### src/rtl/program_loader.sv
// Loads the instruction memory from a framed byte stream (count, big-endian words, XOR checksum)
// and releases the pipeline once the checksum verifies.
module program_loader #(
    parameter int ADDR_WIDTH = 11,
    parameter int MAX_WORDS  = 2048
) (
    input  logic                  clock,
    input  logic                  reset,
    input  logic                  in_valid,
    input  logic [7:0]            in_byte,
    output logic                  in_ready,
    output logic                  imem_we,
    output logic [ADDR_WIDTH-1:0] imem_addr,
    output logic [31:0]           imem_wdata,
    output logic                  pipe_run,
    output logic                  error,
    output logic [11:0]           loaded_words
);

    typedef enum logic [2:0] {
        CNT_HI,
        CNT_LO,
        DATA,
        CHECK,
        RUN,
        ERROR
    } state_t;

    localparam logic [15:0] MAX_COUNT = 16'(MAX_WORDS);

    state_t                  state;
    state_t                  state_next;

    logic [7:0]              cnt_hi_q;
    logic [11:0]             count_q;
    logic [11:0]             words_rcvd;
    logic [1:0]              byte_idx;
    logic [31:0]             asm_q;
    logic [7:0]              csum_q;
    logic [ADDR_WIDTH-1:0]   addr_q;
    logic                    we_q;
    logic [31:0]             wdata_q;
    logic [11:0]             loaded_q;

    logic                    accepting;
    logic                    xfer;
    logic [15:0]             count_full;
    logic                    word_done;
    logic                    last_word;

    // NOTE: in_ready decodes the state register only; reset masks it so no byte is taken during reset.
    assign accepting  = (state == CNT_HI) || (state == CNT_LO) || (state == DATA) || (state == CHECK);
    assign in_ready   = accepting && !reset;
    assign xfer       = in_valid && in_ready;

    assign count_full = {cnt_hi_q, in_byte};
    assign word_done  = xfer && (state == DATA) && (byte_idx == 2'd3);
    assign last_word  = (words_rcvd == (count_q - 12'd1));

    // NOTE: sequential state uses non-blocking assignments so every flop samples pre-edge values.
    always_ff @(posedge clock) begin
        if (reset) begin
            state <= CNT_HI;
        end else begin
            state <= state_next;
        end
    end

    // NOTE: every output of this block gets a default first, so no path can infer a latch.
    always_comb begin
        state_next = state;
        pipe_run   = 1'b0;
        error      = 1'b0;
        unique case (state)
            CNT_HI: begin
                if (xfer) state_next = CNT_LO;
            end
            CNT_LO: begin
                if (xfer) begin
                    if (count_full > MAX_COUNT) begin
                        state_next = ERROR;
                    end else if (count_full == 16'd0) begin
                        state_next = CHECK;
                    end else begin
                        state_next = DATA;
                    end
                end
            end
            DATA: begin
                if (word_done && last_word) state_next = CHECK;
            end
            CHECK: begin
                if (xfer) begin
                    state_next = (in_byte == csum_q) ? RUN : ERROR;
                end
            end
            RUN: begin
                pipe_run = 1'b1;
            end
            ERROR: begin
                error = 1'b1;
            end
            default: begin
                state_next = ERROR;
            end
        endcase
    end

    // Framing datapath and write port; the instruction memory itself lives outside and is never cleared.
    always_ff @(posedge clock) begin
        if (reset) begin
            cnt_hi_q   <= '0;
            count_q    <= '0;
            words_rcvd <= '0;
            byte_idx   <= '0;
            asm_q      <= '0;
            csum_q     <= '0;
            addr_q     <= '0;
            we_q       <= 1'b0;
            wdata_q    <= '0;
            loaded_q   <= '0;
        end else begin
            we_q <= word_done;
            if (word_done) begin
                wdata_q <= {asm_q[23:0], in_byte};
            end
            // The counters advance at the end of the strobe cycle so address and data stay stable during it.
            if (we_q) begin
                addr_q   <= addr_q + ADDR_WIDTH'(1);
                loaded_q <= loaded_q + 12'd1;
            end
            if (xfer && (state == CNT_HI)) begin
                cnt_hi_q <= in_byte;
            end
            if (xfer && (state == CNT_LO)) begin
                count_q <= count_full[11:0];
            end
            if (xfer && (state == DATA)) begin
                asm_q    <= {asm_q[23:0], in_byte};
                byte_idx <= byte_idx + 2'd1;
                csum_q   <= csum_q ^ in_byte;
                if (byte_idx == 2'd3) begin
                    words_rcvd <= words_rcvd + 12'd1;
                end
            end
        end
    end

    assign imem_we      = we_q;
    assign imem_addr    = addr_q;
    assign imem_wdata   = wdata_q;
    assign loaded_words = loaded_q;

endmodule

### config.mk
export PLATFORM = sky130hd
export DESIGN_NAME = program_loader
export DESIGN_NICKNAME = d
export VERILOG_FILES = /design/src/rtl/program_loader.sv
export SDC_FILE = /design/constraint.sdc
export NUM_CORES = 1
export LEC_CHECK = 0
export ABC_AREA = 1
export BUFFER_PORTS_ARGS = -buffer_cell sky130_fd_sc_hd__buf_4
export CORE_ASPECT_RATIO = 1.2
export CORE_MARGIN = 2
export CORE_UTILIZATION = 51
export CTS_BUF_LIST = sky130_fd_sc_hd__clkbuf_16
export DETAILED_ROUTE_END_ITERATION = 12
export PLACE_DENSITY = 0.75
export SETUP_SLACK_MARGIN = 0.15
export SYNTH_ARGS = -nofsm -noshare
export SYNTH_HDL_FRONTEND = slang
export SYNTH_SLANG_ARGS = --single-unit
### constraint.sdc
create_clock -name clock -period 1.72 [get_ports clock]
set_clock_uncertainty 0.05 [all_clocks]
set_input_delay 0.344 -clock clock [delete_from_list [all_inputs] [get_ports clock]]
set_output_delay 0.344 -clock clock [all_outputs]
set_load 0.02 [all_outputs]
After elaboration in Yosys (flattened, before gate mapping)
Index checks and enable logic that the tools add are counted.

Add/sub/neg operators: 5. Order comparisons: 1. Equality and inequality tests: 12. Muxes and demuxes: 10. Bitwise operators: 2. Reduce and logical (&&, ||, !) cells: 16.

Operators with widths (number): $add 12x1->12 const B (2); $gt 16x12->1 const B (1); $logic_not 16->1 (1); $mux 3 (5); $pmux 3 s5 (1); $eq 12x12->1 (1); $sub 12x1->12 const B (1); $add 11x1->11 const B (1); $eq 8x8->1 (1); $xor 8x8->8 (1); $logic_and 1x1->1 (7); $eq 3x2->1 const B (2); $eq 3x3->1 const B (2); $ne 2x2->1 const B (3); $reduce_and 5->1 (1); $mux 1 (4); $eq 3x1->1 const B (1); $logic_not 3->1 (1); $logic_or 1x1->1 (3); $add 2x1->2 const B (1); $eq 2x2->1 const B (1); $ne 2x1->1 const B (1); $reduce_and 2->1 (1); $reduce_or 2->1 (1); other kinds (2) (2).

Register bits after elaboration: 125. Input port bits: 11. Output and inout port bits: 59. Word-level logic and storage cells: 57.

Logic depth before layout (Yosys ltp)
Depth in word-level cells: 11. Gate-level depth with buffers: 15. Mapped depth without buffers: 15.

Worst setup path before layout
Ideal clock, no wire load.

Path kind: input to register. From: in reset. To: reg words_rcvd[11]. Library setup time: 116 ps. Data arrival time: 1574 ps. Data required time: 1554 ps. Setup slack: -20 ps. Cell stages on the path: 13. Path buffers: 1. Cell sequence: buf_4 -> nor2_8 -> nand2_4 -> nor2_8 -> nand2_4 -> inv_4 -> nand2_2 -> nor2_4 -> inv_2 -> nor2_4 -> nand2_1 -> o21ai_1 -> a21oi_1.

Cells in the longest elaborated chain, start to end: 5.

Ends and longest elaborated chain: from (decl) (RTL line 8) `input logic reset,`; $logic_not 1->1 (RTL line 53) `assign in_ready = accepting && !reset;`; $logic_and 1x1->1 (RTL line 53); named net in_ready (RTL line 11) `output logic in_ready,`; $logic_and 1x1->1 (RTL line 54) `assign xfer = in_valid && in_ready;`; $logic_and 1x1->1 (RTL line 138) `if (xfer && (state == DATA)) begin`; $reduce_and 2->1 (no line); to (signal assigned) (RTL line 143) `words_rcvd <= words_rcvd + 12'd1;`; to (decl) (RTL line 36) `logic [11:0] words_rcvd;`.

The timed path passes the listed nets, and every way through them passes these cells. A chain may end at the register's enable or synchronous reset.

Final worst setup path
From: reg state[2]. To: reg asm_q[4].

Cells in the longest elaborated chain, start to end: 7. Elaborated cells between the ends (all ways): 10. Those cells by class: 3 x eq/ne; 7 x reduce/logical.

Ends and longest elaborated chain: from (decl) (RTL line 31) `state_t state;`; from (signal assigned) (RTL line 65) `state <= state_next;`; $eq 3x1->1 / $logic_not 3->1 (equally long branches) (RTL line 52) `assign accepting = (state == CNT_HI) || (state == CNT_LO) || (state == DATA) || (state == CHECK);`; $logic_or 1x1->1 (3 in series) (RTL line 52); $logic_and 1x1->1 (RTL line 53); $logic_and 1x1->1 (RTL line 54); $logic_and 1x1->1 (*) (RTL line 138); to (signal assigned) (RTL line 139) `asm_q <= {asm_q[23:0], in_byte};`; to (decl) (RTL line 38) `logic [31:0] asm_q;`.

Mark *: on every way between the ends. The rest lies on a longest branch, timed or not.

==> metrics.log <==
[metrics] overall power consumption: slightly above 7 mW
[metrics] areal power density over the cells: 984 mW/mm²
[metrics] total I/O pin count: 70
[metrics] first-pass GRT wire length: 22.5 mm
[metrics] Cells on Worst Hold Path: 3
[metrics] final wirelength: 15.2 mm
[metrics] post-DR vias/cell: 5.43
[metrics] fraction of final layout cells sized beyond drive strength 1: 0.304
[metrics] worst hold margin: 160 ps
[metrics] instance count of the mapped netlist: ~700
[metrics] post-placement cell area: 0.00604 mm²
[metrics] register area share after synthesis: 0.476
[metrics] distinct cell type count of the synthesized netlist: 37
[metrics] setup_tns: 0 ps
[metrics] ordered list of cells on the worst path: nor2_8 > nand2_4 > nor2_8 > buf_6 > buf_8 > clkinvlp_4 > clkbuf_16 > nand2_2 > a21oi_1
[metrics] max-slew violation count: 0
[metrics] effective utilization at floorplan: 0.525
[metrics] total gr overflow: 0
[metrics] Static Leakage: around 3.1 nW
[metrics] pin count of the biggest net entering global routing: 58
[metrics] number of register bits inferred by synthesis: 125
[metrics] netlist area before placement: 0.00525 mm²
[metrics] status: finished, final reports clean
[metrics] number of remaining DRC errors: 0
[metrics] floorplan die height: 115 µm
[metrics] floorplan die width: 96.6 µm
[metrics] non-filler instance count after layout: between 900 and 1000
[metrics] H-Tree Level Count: 4
[metrics] number of max-cap violations: 0
[metrics] antenna-violating nets left: 0
[metrics] # nets final: about 830
[metrics] endpoint kind of the worst setup timing path: flip-flop
[metrics] Synth Flop Type: sky130_fd_sc_hd__dfxtp_1
[metrics] Clk pin slew, worst setup/hold paths: 50 ps
[metrics] worst slew margin relative to its limit: 0.757
[metrics] area of the core: 0.0100 mm²
[metrics] total CTS buffers: 17
[metrics] overall track demand over capacity in global routing: 0.249
[metrics] fraction of the cycle the final worst path needs: 1.00
[metrics] number of setup violations in the final report: 0
[metrics] hold violation count in the final report: 0
[metrics] count of flip-flops with a built-in enable after synthesis: 0
[metrics] TritonCTS Sinks: 125
[metrics] Final GP Congestion: about 0.87
[metrics] cell types occupying the most area after synthesis: sky130_fd_sc_hd__dfxtp_1 48%, sky130_fd_sc_hd__o21ai_0 8.7%, sky130_fd_sc_hd__nor2_1 7.5%, sky130_fd_sc_hd__nand2_1 7.4%, sky130_fd_sc_hd__a21oi_1 7.1%
[metrics] worst reg2reg path depth: 9
[metrics] number of global-route vias before repair: between 4000 and 5000
[metrics] drt wl/cell: 16.0 µm
[metrics] Crit path arrival time: between 1500 and 2000 ps
[metrics] sum of net half-perimeters after detailed placement: 9.26 mm
[metrics] fraction of synthesized cell area taken by the top area cell type: 0.476
[metrics] synthesized area divided by synthesized cell count: 7.49 µm²
[metrics] Post-Layout Inst Area: 0.00729 mm²
[metrics] clock latency on the worst-skew pair: slightly above 400 ps
[metrics] DR iter-0 viols: 333
[metrics] DR vias: 5157
[metrics] Synth Warn #: 0
[metrics] share of flip-flops with an asynchronous set or reset after synthesis: 0
[metrics] Period minus WS final: 1720 ps
[metrics] placement row count: 40
[metrics] Detailed Routing Iterations Pass 1: 5
[metrics] critical path data required time: a little under 2000 ps
[metrics] Post-Place Setup Slack: -55.0 ps
[metrics] kind of critical path: reg2reg
[metrics] number of diodes added for antenna fixing: 0
[metrics] RSZ-0062 raised after global routing: true
[metrics] number of buffers inserted by hold repair at cts: 0
[metrics] most prevalent standard cell on the critical path: sky130_fd_sc_hd__nor2_8
[metrics] top-count cell post-synth: sky130_fd_sc_hd__dfxtp_1
[metrics] type of the most critical hold path: in2reg
[metrics] master of the slowest instance on the critical path: sky130_fd_sc_hd__dfxtp_4
[metrics] startpoint kind of the worst setup timing path: flip-flop
[metrics] list of most frequent post-synthesis cells: 125 x sky130_fd_sc_hd__dfxtp_1, 105 x sky130_fd_sc_hd__nor2_1, 104 x sky130_fd_sc_hd__nand2_1, 91 x sky130_fd_sc_hd__o21ai_0, 74 x sky130_fd_sc_hd__a21oi_1
[metrics] CTS root buf: sky130_fd_sc_hd__clkbuf_16
[metrics] measured slew at the worst slew-check pin: 365 ps
[metrics] area added between synthesis and finish: 38.8%
[metrics] TritonCTS clock tree: yes
[metrics] core utilization of the finished layout: 0.728
[metrics] number of antenna violations at the first check in global routing: 0
[metrics] number of nets in the synthesized netlist: just over 700
[metrics] CP Max Fanout: 8
[metrics] clk buf depth: 2
[metrics] instance count after placement with tap cells included: 892
[metrics] library cell with the largest summed area after synthesis: sky130_fd_sc_hd__dfxtp_1
[metrics] CP peak stage delay: 380 ps
[metrics] Worst Setup Slack, final: 0.430 ps
[metrics] Total Die Area: roughly 0.011 mm²
[metrics] count of port buffers added during placement: 69
[metrics] highest attainable clock frequency: slightly below 600 MHz
[metrics] maximum vdd ir drop: about 0.66 mV
[logic make-up after synthesis]
family / after synthesis / share of synthesized area
buf+inv: 101 / 0.0748
compound gates: 180 / 0.178
xor+xnor: 18 / 0.0300
flops: 125 / 0.476
simple gates: 272 / 0.228
fa+ha+maj: 5 / 0.0119
[cell type report]
class,count,area (µm²)
Clock buffer,17,425
Clock inverter,15,109
Fill cell,751,2720
Inverter,71,285
Multi-Input combinational cell,475,2740
Sequential cell,125,2530
Tap cell,126,158
Timing Repair Buffer,120,1050
[state kept, by name (all words and copies together), names as in the netlist]
| signal | count |
|---|---|
| imem_addr | 11 |
| state | 3 |
| asm_q | 24 |
| words_rcvd | 12 |
| imem_we | 1 |
| loaded_words | 12 |
| count_q | 12 |
| imem_wdata | 32 |
| csum_q | 8 |
| cnt_hi_q | 8 |
| byte_idx | 2 |
[placed cells by master, fill, tap and decap left out, types with 8 or more instances in the layout]
master                      synthesis  final
sky130_fd_sc_hd__nand2_2            1     13
sky130_fd_sc_hd__dfxtp_1          125    113
sky130_fd_sc_hd__buf_6              0     11
sky130_fd_sc_hd__nand3_1           27     21
sky130_fd_sc_hd__nand2_1          104     89
sky130_fd_sc_hd__nor2_1           105     83
sky130_fd_sc_hd__buf_4              1    101
sky130_fd_sc_hd__inv_2              3      9
sky130_fd_sc_hd__nor2_4             2     17
sky130_fd_sc_hd__a21oi_2            0      9
sky130_fd_sc_hd__xnor2_1            8      8
sky130_fd_sc_hd__xor2_1            10     10
sky130_fd_sc_hd__nor3_1            16     14
sky130_fd_sc_hd__o21ai_1            1      8
sky130_fd_sc_hd__inv_1             66     60
sky130_fd_sc_hd__o21ai_0           91     78
sky130_fd_sc_hd__clkbuf_16          0     20
sky130_fd_sc_hd__a21oi_1           74     65
[per-layer routing]
metal | vias to the layer above | part of all wire | track usage
li1 | 2516 | - | -
met1 | 2431 | 0.39 | 0.271
met2 | 159 | 0.53 | 0.450
met3 | 51 | 0.046 | 0.0693
met4 | 0 | 0.039 | 0.122
met5 | - | 0 | 0
[where the power goes]
group	switching (mW)	internal [mW]
Clock	1.28	1.95
Sequential	0.0849	2.99
Combinational	0.525	0.345
[worst max-delay path: cells and delay by family, from the launching register on]
family / cells / cell delay (ps)
flops: 1 / 380
compound gates: 1 / 90
simple gates: 4 / 400
buf+inv: 4 / 650
[repair_timing]
action                                  CTS  global route
resized for setup                        35           113
endpoints found under the setup margin   70            70
pin swaps                                14            32
buffers inserted                         12            10
gates cloned                              0             3
[worst paths after layout]
| kind | from | endpoint | slack, ps |
|---|---|---|---|
| setup / recovery | state[2] | asm_q[4] | 0.4 |
| hold / removal | in_byte[0] | imem_wdata[0] | 160 |
| setup reg to reg | state[2] | asm_q[4] | 0.4 |
| hold reg to reg | cnt_hi_q[7] | cnt_hi_q[7] | 400 |
No activity file was read; power rests on OpenSTA's default activity.
